===== config.mk =====
export PLATFORM = sky130hd
export DESIGN_NAME = mux_bus_arbiter
export DESIGN_NICKNAME = d
export VERILOG_FILES = /design/src/rtl/mux_bus_arbiter.sv
export SDC_FILE = /design/constraint.sdc
export NUM_CORES = 1
export LEC_CHECK = 0
export CAP_MARGIN = 20
export CELL_PAD_IN_SITES_DETAIL_PLACEMENT = 1
export CELL_PAD_IN_SITES_GLOBAL_PLACEMENT = 1
export CORE_ASPECT_RATIO = 0.7
export CORE_MARGIN = 2
export CORE_UTILIZATION = 40
export CTS_CLUSTER_DIAMETER = 50
export DETAILED_ROUTE_END_ITERATION = 6
export HOLD_SLACK_MARGIN = 0.12
export PLACE_DENSITY = 0.86
export SYNTH_ARGS = -nofsm -noshare
export SYNTH_HDL_FRONTEND = slang
export SYNTH_SLANG_ARGS = --single-unit

===== constraint.sdc =====
create_clock -name clk -period 4.9 [get_ports clk]
set_input_delay 0.98 -clock clk [delete_from_list [all_inputs] [get_ports clk]]
set_output_delay 0.98 -clock clk [all_outputs]
set_load 0.005 [all_outputs]

===== src/rtl/mux_bus_arbiter.sv =====
// Round-robin owner arbiter for the shared 8-to-1 source bus.
// Grants one requester at a time and forces rotation after a hold limit.
module mux_bus_arbiter #(
   parameter int MAX_HOLD = 15,
   parameter int HOLD_W   = 4
) (
   input  logic       clk,
   input  logic       rst,
   input  logic       arb_en,
   input  logic [7:0] req,
   output logic [7:0] gnt,
   output logic [2:0] sel,
   output logic       busy,
   output logic       preempt
);

   typedef enum logic {IDLE, OWN} state_t;

   localparam logic [HOLD_W-1:0] HOLD_LAST = HOLD_W'(MAX_HOLD - 1);

   state_t            state, state_n;
   logic [7:0]        gnt_n;
   logic [2:0]        sel_n;
   logic [2:0]        rr_ptr, rr_n;
   logic [HOLD_W-1:0] hold_cnt, hold_n;
   logic              pre_n;
   logic [2:0]        win;
   logic [2:0]        idx;
   logic              found;
   logic              others;

   assign busy = |gnt;
   assign others = |(req & ~gnt);

   // First set request at or above rr_ptr, wrapping modulo 8.
   always_comb begin
      win   = 3'd0;
      idx   = 3'd0;
      found = 1'b0;
      for (int k = 0; k < 8; k++) begin
         idx = rr_ptr + 3'(k);
         if (!found && req[idx]) begin
            found = 1'b1;
            win   = idx;
         end
      end
   end

   // Next-state, grant, hold counter and rotation pointer.
   always_comb begin
      state_n = state;
      gnt_n   = gnt;
      sel_n   = sel;
      rr_n    = rr_ptr;
      hold_n  = hold_cnt;
      pre_n   = 1'b0;
      unique case (state)
         IDLE: begin
            gnt_n = 8'h00;
            if (arb_en && found) begin
               gnt_n   = 8'h01 << win;
               sel_n   = win;
               hold_n  = '0;
               state_n = OWN;
            end
         end
         OWN: begin
            if (!req[sel]) begin
               gnt_n   = 8'h00;
               rr_n    = sel + 3'd1;
               state_n = IDLE;
            end else if (hold_cnt == HOLD_LAST) begin
               if (others) begin
                  gnt_n   = 8'h00;
                  pre_n   = 1'b1;
                  rr_n    = sel + 3'd1;
                  state_n = IDLE;
               end
            end else begin
               hold_n = hold_cnt + 1'b1;
            end
         end
         default: begin
            gnt_n   = 8'h00;
            state_n = IDLE;
         end
      endcase
   end

   // State and output registers; reset drops the grant immediately.
   always_ff @(posedge clk or posedge rst) begin
      if (rst) begin
         state    <= IDLE;
         gnt      <= 8'h00;
         sel      <= 3'd0;
         rr_ptr   <= 3'd0;
         hold_cnt <= '0;
         preempt  <= 1'b0;
      end else begin
         state    <= state_n;
         gnt      <= gnt_n;
         sel      <= sel_n;
         rr_ptr   <= rr_n;
         hold_cnt <= hold_n;
         preempt  <= pre_n;
      end
   end

endmodule


==> After elaboration in Yosys (flattened, before gate mapping) <==
Cells that the tools add are included.
{ "totals": {"elab_cells": 112, "ff_bits": 20} }
{ "classes": {"add_sub_neg": 9, "n_reduce_logical": 21, "shift": 1, "bitwise_logic": 3, "n_mux": 55, "magnitude_cmp": 9, "n_eq_ne": 8} }
{ "ops": {"columns": ["cell", "count"], "rows": [
  ["$lt 3x4->1 const B", 9],
  ["$mux 3", 11],
  ["$mux 8", 4],
  ["$bmux 1 s3", 9],
  ["$mux 1", 25],
  ["$pmux 8 s2", 1],
  ["$reduce_or 8->1", 2],
  ["$add 3x3->3 const B", 4],
  ["$mux 4", 3],
  ["$and 8x8->8", 1],
  ["$logic_and 1x1->1", 8],
  ["$not 8->8", 1],
  ["$pmux 4 s2", 1],
  ["$shl 1x3->8 const A", 1],
  ["$logic_not 1->1", 7],
  ["$add 3x1->3 const B", 2],
  ["$add 3x2->3 const B", 2],
  ["$ne 2x2->1 const B", 3],
  ["$reduce_and 3->1", 2],
  ["$add 4x1->4 const B", 1],
  ["$eq 4x4->1 const B", 1],
  ["$ne 2x1->1 const B", 2],
  ["$reduce_and 2->1", 2],
  ["$ne 3x2->1 const B", 1],
  ["other kinds (3)", 3]
]} }

==> Longest topological paths before layout <==
{ "logic_depth": {"depth_word": 27, "depth_mapped": 14, "ltp_nobuf": 9} }

==> Worst setup path before layout <==
OpenSTA, ideal clock, no wires.
{ "synth_timing": {"path_kind": "register -> register", "startpoint": "reg rr_ptr[1]", "endpoint": "reg gnt[6]", "required_time_ns": 4.778, "n_path_buf": 3, "period_less_slack_ns": 3.401, "slack_ns": 1.499, "t_arrival_ns": 3.279, "stages_incl_launch_ff": 13, "path_cell_list": "dfrtp_1 > clkbuf_1 > buf_2 > inv_1 > ha_1 > buf_6 > mux2_4 > mux4_2 > o32ai_2 > and4b_1 > o22a_1 > o21a_1 > a32o_1"} }
{ "synth_between": {"elab_chain_len": 27, "word_cells_on_any_way": 57} }
{ "synth_lines": {"columns": ["item", "line", "source"], "rows": [
  ["start: declaration", "24", "logic [2:0] rr_ptr, rr_n;"],
  ["start signal: assignment", "103", "rr_ptr <= rr_n;"],
  ["branches (longest 25 deep; another with $add 3x1->3)", null, null],
  ["$mux 8 (*)", "60", "if (arb_en && found) begin"],
  ["$pmux 8 s2 (*)", "57", "unique case (state)"],
  ["end signal: assignment", "101", "gnt <= gnt_n;"],
  ["end: declaration", "11", "output logic [7:0] gnt,"]
]} }
Mark *: on every way between the ends. The select of a mux whose other input is x is not followed.
A chain may end at the register's enable or synchronous reset.

==> Worst setup path after layout <==
{ "layout_timing": {"startpoint": "in req[5]", "endpoint": "reg gnt[4]"} }
{ "layout_between": {"elab_chain_len": 27, "word_cells_on_any_way": 58} }
{ "layout_lines": {"columns": ["item", "line", "source"], "rows": [
  ["start: declaration", "10", "input logic [7:0] req,"],
  ["$bmux 1 s3", "42", "if (!found && req[idx]) begin"],
  ["$mux 1 (implied by the code)", "42", null],
  ["$mux 1", "42", null],
  ["$logic_not 1->1", "42", null],
  ["$logic_and 1x1->1", "42", null],
  ["$mux 1", "42", null],
  ["$logic_not 1->1", "42", null],
  ["$logic_and 1x1->1", "42", null],
  ["[11 not listed]", null, null],
  ["$logic_and 1x1->1", "42", null],
  ["$mux 1", "42", null],
  ["$logic_not 1->1", "42", null],
  ["$logic_and 1x1->1", "42", null],
  ["$mux 3 or $mux 1 (tied branches)", "42", null],
  ["$shl 1x3->8 or $logic_and 1x1->1 (tied branches)", "61, 60", null],
  ["$mux 8", "60", null],
  ["$pmux 8 s2", "57", null]
]} }
Several ways; a longest one is shown, not always the timed one. The select of a mux whose other input is x is not followed.

==> flow_summary_export.csv <==
group,metric,value,unit
critical_path,crit_type,"primary input to flip-flop",
critical_path,critical_path.slowest_cell,"clkdlybuf4s50_1",
placement,place_congestion,0.8853,
critical_path,cp_top_family,"compound AO/OA/AOI/OAI gates",
placement,place_inst,291,
clock_tree,clock_path_buffers,2,
synthesis,netlist_area,2091,um2
placement,port_buffers,23,
finish,stdcell_area,2406,um2
timing,setup_viol,0,
critical_path,crit_buf_inv,1,
clock_tree,numCtsBuffers,3,
synthesis,async_flop_share,100.0,%
finish,nets,243,
routing,ant_nets,0,
timing,drv_slew,0,
timing,hold_viol,0,
routing,drc_errors,0,
critical_path,crit_arrival,3.89,ns
die,start_util,42.55,%
finish,antenna_cells,0,
routing,via_per_inst,6.488,
global_routing,grt_pass1_vias,1902,
routing,wl,6336,um
global_routing,grt_pass1_wl,10210,um
synthesis,ys_seq_area_share,23.94,%
synthesis,yosys_warnings,0,
timing,fin_skew,0.004048,ns
critical_path,required,5.10,ns
worst_hold_path,hold_class,"flip-flop to flip-flop",
flow_run,drv_cap,0,
critical_path,startpoint_type,"primary input",
global_routing,antenna_found_initial,0,
synthesis,synthFlopType,"dfrtp_1",
routing,drt-initial-drc-count,170,
synthesis,syn_inst,212,
clock_tree,cts_tree,"done",
global_routing,grt_max_degree,21,
die,die_area,5831,um2
critical_path,cp-end-kind,"flip-flop",
critical_path,path_cells,"clkdlybuf4s50_1 > mux2_4 > mux4_2 > o32ai_2 > and4b_1 > o22a_1 > o21ai_1 > a32o_1",
finish,final_layout_size_suffix_gt1_share,16.81,%
synthesis,avgSynthCellArea,9.862,um2
placement,dp_hpwl,4885,um
pwr,peakVddDrop,370.6,uV
critical_path,crit_fanout,10,
clock_tree,cts_setup_buffers,0,
die,chipWidth,90.41,um
die,core-area,4913,um2
synthesis,yosysTopAreaCell,"dfrtp_1",
clock_tree,clockRootBuffer,"clkbuf_8",
synthesis,synth.top_cell.area_share,23.94,%
status,outcome,"completed",
critical_path,crit_path_max_incr_delay,0.60,ns
timing,timing.final.crit_share,75.30,%
pwr,total_power,2.042,mW
timing,fmax,271.0,MHz
finish,instances_no_fill,295,
synthesis,synth-edff-count,0,
pwr,p_leak,0.9906,nW
die,die_y,64.49,um
synthesis,netlist-cell-type-count,53,
clock_tree,holdBufCountCts,0,
clock_tree,cts_sinks,20,
routing,wl_per_cell,21.48,um
synthesis,yosys-top-cells-area,"dfrtp_1, mux4_2, mux2i_1",
timing,tns,0,ns
synthesis,ys_seq_elements,20,
synthesis,synth_common_cells,"dfrtp_1, inv_1, mux4_2",
die,ios,24,
timing,worst_hold_slack,0.5385,ns
timing,worst_pin_slew,0.7567,ns
synthesis,yosys.cell_count.top_type,"dfrtp_1",
finish,area_delta_synth_final,15.08,%
placement,place_area,2351,um2
timing,rsz0062_at_grt,"false",
timing,relSlewSlack,49.50,%
routing,first_pass_iters,4,
routing,num_vias,1914,
pwr,power_density,848.6,nW/um2
clock_tree,ctsResizeCount,0,
clock_tree,h-tree-depth,1,
timing,min_period,3.690,ns
synthesis,synth.net_count,228,
clock_tree,clk_pin_slew_worst_paths,0.08,ns
global_routing,grt_util_all_layers,22.43,%
global_routing,overflow,0,
die,rows,21,
clock_tree,worstSkewPairLatency,0.27,ns
[final timing paths]
kind / startpoint / endpoint / slack, ns / depth (start not counted)
setup / recovery: req[5] / gnt[4] / 1.21 / 8
hold / removal: hold_cnt[3] / hold_cnt[3] / 0.54 / 1
setup reg to reg: rr_ptr[0] / gnt[4] / 1.54 / 9
hold reg to reg: hold_cnt[3] / hold_cnt[3] / 0.54 / 1
max in group asynchronous: rst / sel[0] / 3.28 / 2
min in group asynchronous: rst / gnt[3] / 1.14 / 2
[layer usage]
metal / vias to the layer above / routed length [um] / track usage [%]
met1: 982 / 2857 / 32.27
met4: 0 / 50 / 4.038
met2: 83 / 2956 / 36.28
met3: 6 / 471 / 3.837
met5: - / 0 / 0
li1: 843 / - / -
[where the power goes]
group | switching [mW] | total (mW) | leakage [nW] | internal [mW]
sequential | 0.0994 | 0.330 | 0.262 | 0.230
combinational | 0.861 | 1.58 | 0.700 | 0.721
clock | 0.0580 | 0.130 | 0.0288 | 0.0717
total | 1.02 | 2.04 | 0.991 | 1.02
[registers in the layout (all words and copies together) (netlist names)]
name,count
gnt,8
hold_cnt,4
preempt,1
rr_ptr,3
sel,3
state,1
[logic make-up (layout without fill, tap and decap cells)]
kind of cell / count (synthesis) / after routing / share of synthesized area (%)
simple gates: 51 / 51 / 12.75
mux: 36 / 36 / 28.01
xor+xnor: 6 / 6 / 2.513
compound gates: 59 / 59 / 22.62
flops: 20 / 20 / 23.94
buf+inv: 35 / 49 / 7.181
fa+ha+maj: 5 / 5 / 2.992
[metrics by stage]
| stage | setup slack, ns | util, % |
|---|---|---|
| finish | 1.210 | 48.97 |
| global route | 1.105 | 48.97 |
| CTS | 1.246 | 48.97 |
| detailed placement | 0.9939 | 47.85 |
| global placement | 1.083 | 47.85 |
| floorplan | 1.499 | - |
[layout make-up]
class / instances / area (um2)
multi-input combinational: 157 / 1440
sequential: 20 / 500.5
fill: 566 / 2507
timing repair buffer: 26 / 252.7
tap: 69 / 86.33
inverter: 19 / 71.32
clock buffer: 4 / 55.05
[cell usage in the layout, fill, tap and decap left out, types with 2 or more instances in the layout]
cell type	n
o221ai_1	4
o22ai_1	4
a221o_1	2
nor4b_1	2
a21boi_0	2
nor2_1	11
dfrtp_1	20
mux2_2	4
buf_4	3
a21o_1	3
and2_1	2
o21ai_0	8
o21ai_1	3
mux2_4	4
nand2b_1	5
o21a_1	3
nand3_1	7
nand2_1	12
nor4_1	3
inv_1	18
nor2b_1	3
nor3_1	2
a21oi_1	6
xor2_1	5
ha_1	5
clkbuf_8	4
clkdlybuf4s50_1	23
mux4_2	16
mux2i_1	12
a32o_1	10
(Power assumes the default switching activity.)
